===== src/rtl/uart_rx.sv =====
// ----------------------------------------------------------------------------
// uart_rx: 8N1 UART receiver, counterpart of the team UART transmitter.
// The serial line is synchronised and watched for a falling edge. Each bit is
// sampled near its middle using a baud counter that shares the transmitter's
// bit-timing parameters.
//
// Parameters:
//   D            clock cycles per bit (even, >= 4)
//   L            baud counter width (2**L > D)
// Ports:
//   i_clk        system clock, rising edge
//   i_rst        asynchronous active-low reset
//   i_rx         serial line, idle high, asynchronous to i_clk
//   o_data       last correctly framed byte, held until the next good frame
//   o_valid      one-cycle pulse when o_data has just been updated
//   o_frame_err  one-cycle pulse when the stop bit is sampled low
//   o_busy       high from start-edge detection until the return to IDLE
// ----------------------------------------------------------------------------
module uart_rx #(
   parameter int unsigned D = 10,
   parameter int unsigned L = 4
) (
   input  logic       i_clk,
   input  logic       i_rst,
   input  logic       i_rx,
   output logic [7:0] o_data,
   output logic       o_valid,
   output logic       o_frame_err,
   output logic       o_busy
);

   localparam logic [L-1:0] HALF_CNT = L'(D/2 - 1);
   localparam logic [L-1:0] FULL_CNT = L'(D - 1);

   typedef enum logic [1:0] {
      IDLE  = 2'd0,
      START = 2'd1,
      DATA  = 2'd2,
      STOP  = 2'd3
   } state_t;

   state_t       r_state;
   logic         r_sync1;
   logic         r_rx_s;
   logic         r_rx_s_d;
   logic [L-1:0] r_cnt;
   logic [2:0]   r_idx;
   logic [7:0]   r_shift;
   logic [7:0]   r_data;
   logic         r_valid;
   logic         r_frame_err;
   logic         r_busy;

   logic         w_start_edge;

   // Two-flop synchroniser plus one history flop; all preset to idle-high.
   always_ff @(posedge i_clk or negedge i_rst) begin
      if (!i_rst) begin
         r_sync1  <= 1'b1;
         r_rx_s   <= 1'b1;
         r_rx_s_d <= 1'b1;
      end else begin
         r_sync1  <= i_rx;
         r_rx_s   <= r_sync1;
         r_rx_s_d <= r_rx_s;
      end
   end

   // A held-low line never re-triggers: a high sample must precede the low one.
   assign w_start_edge = r_rx_s_d & ~r_rx_s;

   // Receive FSM with registered strobes.
   always_ff @(posedge i_clk or negedge i_rst) begin
      if (!i_rst) begin
         r_state     <= IDLE;
         r_cnt       <= '0;
         r_idx       <= '0;
         r_shift     <= '0;
         r_data      <= '0;
         r_valid     <= 1'b0;
         r_frame_err <= 1'b0;
         r_busy      <= 1'b0;
      end else begin
         r_valid     <= 1'b0;
         r_frame_err <= 1'b0;
         case (r_state)
            IDLE: begin
               r_cnt  <= '0;
               r_busy <= 1'b0;
               if (w_start_edge) begin
                  r_state <= START;
                  r_busy  <= 1'b1;
               end
            end

            // Mid start bit: a high line here was only a glitch.
            START: begin
               if (r_cnt == HALF_CNT) begin
                  r_cnt <= '0;
                  if (r_rx_s) begin
                     r_state <= IDLE;
                     r_busy  <= 1'b0;
                  end else begin
                     r_state <= DATA;
                     r_idx   <= '0;
                  end
               end else begin
                  r_cnt <= r_cnt + L'(1);
               end
            end

            // One full bit period after the previous sample, LSB first.
            DATA: begin
               if (r_cnt == FULL_CNT) begin
                  r_cnt          <= '0;
                  r_shift[r_idx] <= r_rx_s;
                  if (r_idx == 3'd7) begin
                     r_state <= STOP;
                  end else begin
                     r_idx <= r_idx + 3'd1;
                  end
               end else begin
                  r_cnt <= r_cnt + L'(1);
               end
            end

            // Return to IDLE at mid stop bit so a back-to-back start is caught.
            STOP: begin
               if (r_cnt == FULL_CNT) begin
                  r_cnt   <= '0;
                  r_state <= IDLE;
                  r_busy  <= 1'b0;
                  if (r_rx_s) begin
                     r_data  <= r_shift;
                     r_valid <= 1'b1;
                  end else begin
                     r_frame_err <= 1'b1;
                  end
               end else begin
                  r_cnt <= r_cnt + L'(1);
               end
            end

            default: begin
               r_state <= IDLE;
               r_cnt   <= '0;
               r_busy  <= 1'b0;
            end
         endcase
      end
   end

   assign o_data      = r_data;
   assign o_valid     = r_valid;
   assign o_frame_err = r_frame_err;
   assign o_busy      = r_busy;

endmodule


===== config.mk =====
export PLATFORM = sky130hd
export DESIGN_NAME = uart_rx
export DESIGN_NICKNAME = d
export VERILOG_FILES = /design/src/rtl/uart_rx.sv
export SDC_FILE = /design/constraint.sdc
export NUM_CORES = 1
export LEC_CHECK = 0
export ABC_AREA = 1
export BUFFER_PORTS_ARGS = -buffer_cell sky130_fd_sc_hd__buf_2
export CELL_PAD_IN_SITES_DETAIL_PLACEMENT = 1
export CELL_PAD_IN_SITES_GLOBAL_PLACEMENT = 1
export CORE_ASPECT_RATIO = 1.4
export CORE_UTILIZATION = 43
export CTS_BUF_LIST = sky130_fd_sc_hd__clkbuf_16
export DETAILED_ROUTE_END_ITERATION = 7
export PLACE_DENSITY = 0.78
export SLEW_MARGIN = 20
export SYNTH_ARGS = -nofsm -noshare
export SYNTH_HDL_FRONTEND = slang
export SYNTH_SLANG_ARGS = --single-unit

===== constraint.sdc =====
create_clock -name i_clk -period 1.5 [get_ports i_clk]
set_input_delay 0.075 -clock i_clk [delete_from_list [all_inputs] [get_ports i_clk]]
set_output_delay 0.075 -clock i_clk [all_outputs]
set_load 0.005 [all_outputs]

* Yosys cells after proc, flatten, opt, wreduce, memory -nomap -nowiden
Index checks and enable logic that the tools add are counted.
Storage, ports and cells: output and inout port bits 11, input port bits 3, latch bits 0, memories 0, flip-flop bits (word level) 31, bits in writable memories 0, memory bits (read-only) 0, logic and storage cells 70
Operators by class: $mul 0, muxes and demuxes 29, $lt $le $gt $ge 2, reductions and logical operators 10, divide/modulo/power cells 0, bitwise gates (word level) 2, eq/ne operators 14, shift operators 0, add/sub/neg operators 2
Operators with widths (count):
- $ne A2 B2 Y1 const B | 8
- $mux W2 | 6
- $mux W3 | 4
- $pmux W4 S3 | 1
- $mux W1 | 11
- $reduce_and A5 Y1 | 2
- $bwmux W8 | 1
- $mux W4 | 2
- $pmux W2 S4 | 1
- $pmux W3 S2 | 1
- $add A4 B1 Y4 const B | 1
- $eq A2 B2 Y1 const B | 2
- $eq A4 B3 Y1 const B | 1
- $eq A4 B4 Y1 const B | 1
- $lt A3 B4 Y1 const B | 1
- $reduce_and A4 Y1 | 1
- $add A3 B1 Y3 const B | 1
- $demux W1 S3 | 1
- $eq A3 B3 Y1 const B | 1
- $ge A3 B1 Y1 const B | 1
- $pmux W1 S3 | 1
- $reduce_and A3 Y1 | 1
- $reduce_bool A3 Y1 | 1
- $eq A2 B1 Y1 const B | 1
- 7 further kinds | 7

* Depth between registers and ports, before layout
word-level depth 5, mapped depth 9, gate-level depth less buffers 9

* Worst setup path before layout
OpenSTA, ideal clock, no wires.
path type reg-to-reg, from register r_idx[0], to register r_idx[0], library setup time 121 ps, cell stages (with the launch flop) 9, arrival time 1229 ps, required time 1379 ps, clock period less this slack 1350 ps, path buffers 0, slack 150 ps, cell sequence dfrtp_1 ha_1 ha_1 inv_1 nand3_1 nand2_1 nand3_2 nand2_1 o21ai_1
On the way: longest elaborated chain between the ends 4, elaborated cells on any way between the ends 7, classes of those cells add/sub (1); eq/ne (2); mux (3); reduce/logical (1)
RTL lines:
- start: declaration | RTL line 47 | logic [2:0] r_idx;
- start signal: assignment | RTL line 120 | r_idx <= r_idx + 3'd1;
- $add A3 B1 Y3 | RTL line 120
- $mux W3 | RTL line 117 | if (r_idx == 3'd7) begin
- $mux W3 | RTL line 114 | if (r_cnt == FULL_CNT) begin
- $pmux W3 S2 | RTL line 86 | case (r_state)
Several ways; a longest one is shown, not always the timed one. The select of a mux whose other input is x is not followed. A chain may end at the register's enable or synchronous reset.

==> impl_metrics.yaml <==
critical_path:
  max_stage_delay_ns: 0.40
  crit_path_end_kind: "flop"
  r2r-start: "r_cnt[1]$_DFF_PN0_"
  reg2regPathDepth: 9
  critPathLaunch: "r_cnt[1]$_DFF_PN0_"
  crit_chain: "inv_2 > ha_4 > nand2_4 > nor2_4 > nor2_2 > nor2_2 > nand3_2 > nand2_1 > nand2_1"
  critPathKind: "reg2reg"
  cp_slowest_cell: "dfrtp_1"
  path_max_fanout: 4
  critical_path_required_ns: 1.67
  crit_arrival_ns: 1.65
  cp-start-kind: "flop"
  reg2reg_slack_ns: 0.01
routing:
  drt_wl_total_um: 3330
  drc: 0
  first_pass_iters: 2
  num_vias: 1143
  wl_per_cell_um: 14.5
  initialDrtViolationCount: 27
  vias_per_cell: 4.97
  ant_nets: 0
die:
  num_rows: 24
  die_w_um: 50.5
  die_h_um: 69.8
  ios: 14
  dieArea_um2: 3520
  initial_core_util_pct: 45.3
  coreArea_um2: 3120
clock_tree:
  numCtsBuffers: 5
  clk-insertion-delay-late_ns: 0.27
  cts_tree: "done"
  clk_path_buf_depth: 2
  path_clk_slew_ns: 0.05
  cts_max_level: 2
  clkSinkCount: 31
  cts-root-buf: "clkbuf_16"
timing:
  tightest_slew_ns: 0.699
  hold_viol: 0
  finalMaxSlewViolations: 0
  fin_crit_ns: 1.49
  skew_ns: 0.00243
  max_freq_ghz: 0.673
  rsz0062_at_grt: "yes"
  setup_viol: 0
  min_period_over_period_pct: 99.1
  max-slew-margin-rel_pct: 53.4
  timing.final.ws_setup_ns: 0.0142
yosys:
  ys_top_cells_by_area: "dfrtp_1, nand2_1, dfstp_2, inv_1, ha_1"
  synth_cells: 163
  yosys-top-cells-count: "nand2_1, dfrtp_1, inv_1, o21ai_1, nor2_1"
  synth-async-reset-ratio_pct: 100
  synthesis.area_um2: 1410
  ys_types: 21
  synth_nets: 171
  synth.most_common_cell: "nand2_1"
  synthFlopType: "dfrtp_1"
  synth-warning-count: 0
  synth_area_leader_cell: "dfrtp_1"
  syn_area_per_cell_um2: 8.67
  synth_seq_cells: 31
  synth-edff-count: 0
  ys_seq_area_share_pct: 55.1
  yosysTopAreaCellShare_pct: 49.6
run:
  maxCapViolations: 0
placed_design:
  post_dp_cell_area_um2: 1550
  dp.cells: 217
  io_buffers: 13
  dp_hpwl_um: 2260
  gp_congestion: 0.863
  pre_cts_ws_ns: 0.0303
pwr:
  ir_drop_uv: 1020
  swShare_pct: 34.5
  pwr-share-comb_pct: 28.7
  p_seq_share_pct: 37.7
  p_int_w: 0.00181
  powerDensity_nw_per_um2: 1550
  clkPwrFrac_pct: 33.6
  p_sw_w: 0.000954
  power_leakage_nw: 0.951
grt:
  grt_pass1_wl_um: 5450
  grt.total_usage_pct: 21.5
  grt_max_degree: 32
  gr-total-overflow: 0
  antenna_found_initial: 0
  grt_pass1_vias: 1235
layout:
  drive_gt1_share_pct: 28.3
  regArea_um2: 781
  fill_cells: 389
  n_antenna_cell: 0
  layout.cells.non_filler: 230
  multiInputGateArea_um2: 601
  stdcell_area_um2: 1780
  finish.net_count: 198
  area_delta_synth_final_pct: 25.9
status:
  status: "complete, no violations"
min_path:
  whs_path_depth: 0
  hold_path_class: "reg2reg"
[registers in the layout, summed over array words and instances, names as in the netlist, named ones only]
name,cells
r_state,1
r_cnt,4
r_shift,8
o_data,8
r_idx,3
r_rx_s_d,1
o_frame_err,1
r_rx_s,1
r_sync1,1
o_busy,1
o_valid,1
[worst min path at each step]
stage                            startpoint                    end  slack, ns
after floorplan                       i_rst              async pin      -0.22
final                     r_sync1$_DFF_PN1_       r_rx_s$_DFF_PN1_       0.36
after CTS                 r_sync1$_DFF_PN1_       r_rx_s$_DFF_PN1_       0.36
after global routing      r_sync1$_DFF_PN1_       r_rx_s$_DFF_PN1_       0.36
after detailed placement              i_rst  o_data[5]$_DFFE_PN0P_       0.15
after global placement                i_rst  o_data[4]$_DFFE_PN0P_       0.14
[per-stage QoR]
step	utilization (%)	hold WS [ns]	power [W]	setup TNS (ns)
CTS	54.5	0.357	0.00264	0
global route	57.0	0.362	0.00292	-0.386
finish	57.0	0.356	0.00276	0
detailed placement	49.5	0.150	0.00168	0
floorplan	-	-0.221	0.00147	0
global placement	49.5	0.141	0.00164	0
[timing repair]
action,CTS,global route
resized for setup,0,16
hold endpoints to repair,29,0
setup buffers,0,3
hold buffers,2,0
setup endpoints to repair,0,21
[routing by layer]
metal | vias up | wire length [um] | global-route usage (%)
met4 | 0 | 75 | 10.2
met2 | 13 | 1950 | 40.7
met3 | 7 | 72 | 5.26
met1 | 567 | 1220 | 20.6
met5 | - | 0 | 0
li1 | 556 | - | -
[layout make-up]
| cell class | count | area share (%) |
|---|---|---|
| clock buffers | 5 | 7.03 |
| clock inverters | 3 | 0.703 |
| inverters | 22 | 4.64 |
| multi-input cells | 109 | 33.7 |
| flip-flops and latches | 31 | 43.9 |
| well taps | 39 | 2.74 |
| repair buffers | 21 | 7.31 |
[power by group through the flow]
stage,logic [W],registers [W],clock network [W]
after global placement,0.000606,0.00103,0
after CTS,0.000664,0.00103,0.000947
after floorplan,0.000437,0.00103,0
after detailed placement,0.000645,0.00104,0
after global routing,0.000883,0.00106,0.000979
final,0.000793,0.00104,0.000928
[kinds of logic (layout without fill, tap and decap cells)]
logic type	Yosys count	in the layout	share of synthesized area [%]
xor gates and xnor gates	1	1	0.620
AOI/OAI and AO/OA	15	15	5.31
DFF	31	31	55.1
buffers and inverters	23	51	6.19
and+or+nand+nor	88	88	28.3
adders and majority gates	5	5	4.42
[cells in the final DEF, fill, tap and decap left out, types with 3 or more instances in the layout]
master,Yosys,layout
inv_2,5,6
o21ai_1,11,10
nand3_1,8,7
buf_2,1,13
inv_1,17,18
clkbuf_16,0,5
nand2_2,1,7
nor2_1,10,9
ha_1,5,4
nand2_1,60,53
buf_4,0,6
o21ai_0,3,3
nor2_4,3,3
dfrtp_1,28,27
dfstp_2,3,3
[worst max-delay path: cells and delay by family (launching register included)]
family / cells / cell delay, ns
adder cells (fa/ha/maj): 1 / 0.14
flip-flops: 1 / 0.40
AND/OR/NAND/NOR: 7 / 0.75
buffers and inverters: 1 / 0.09
Power figures use the tool's default switching activity.
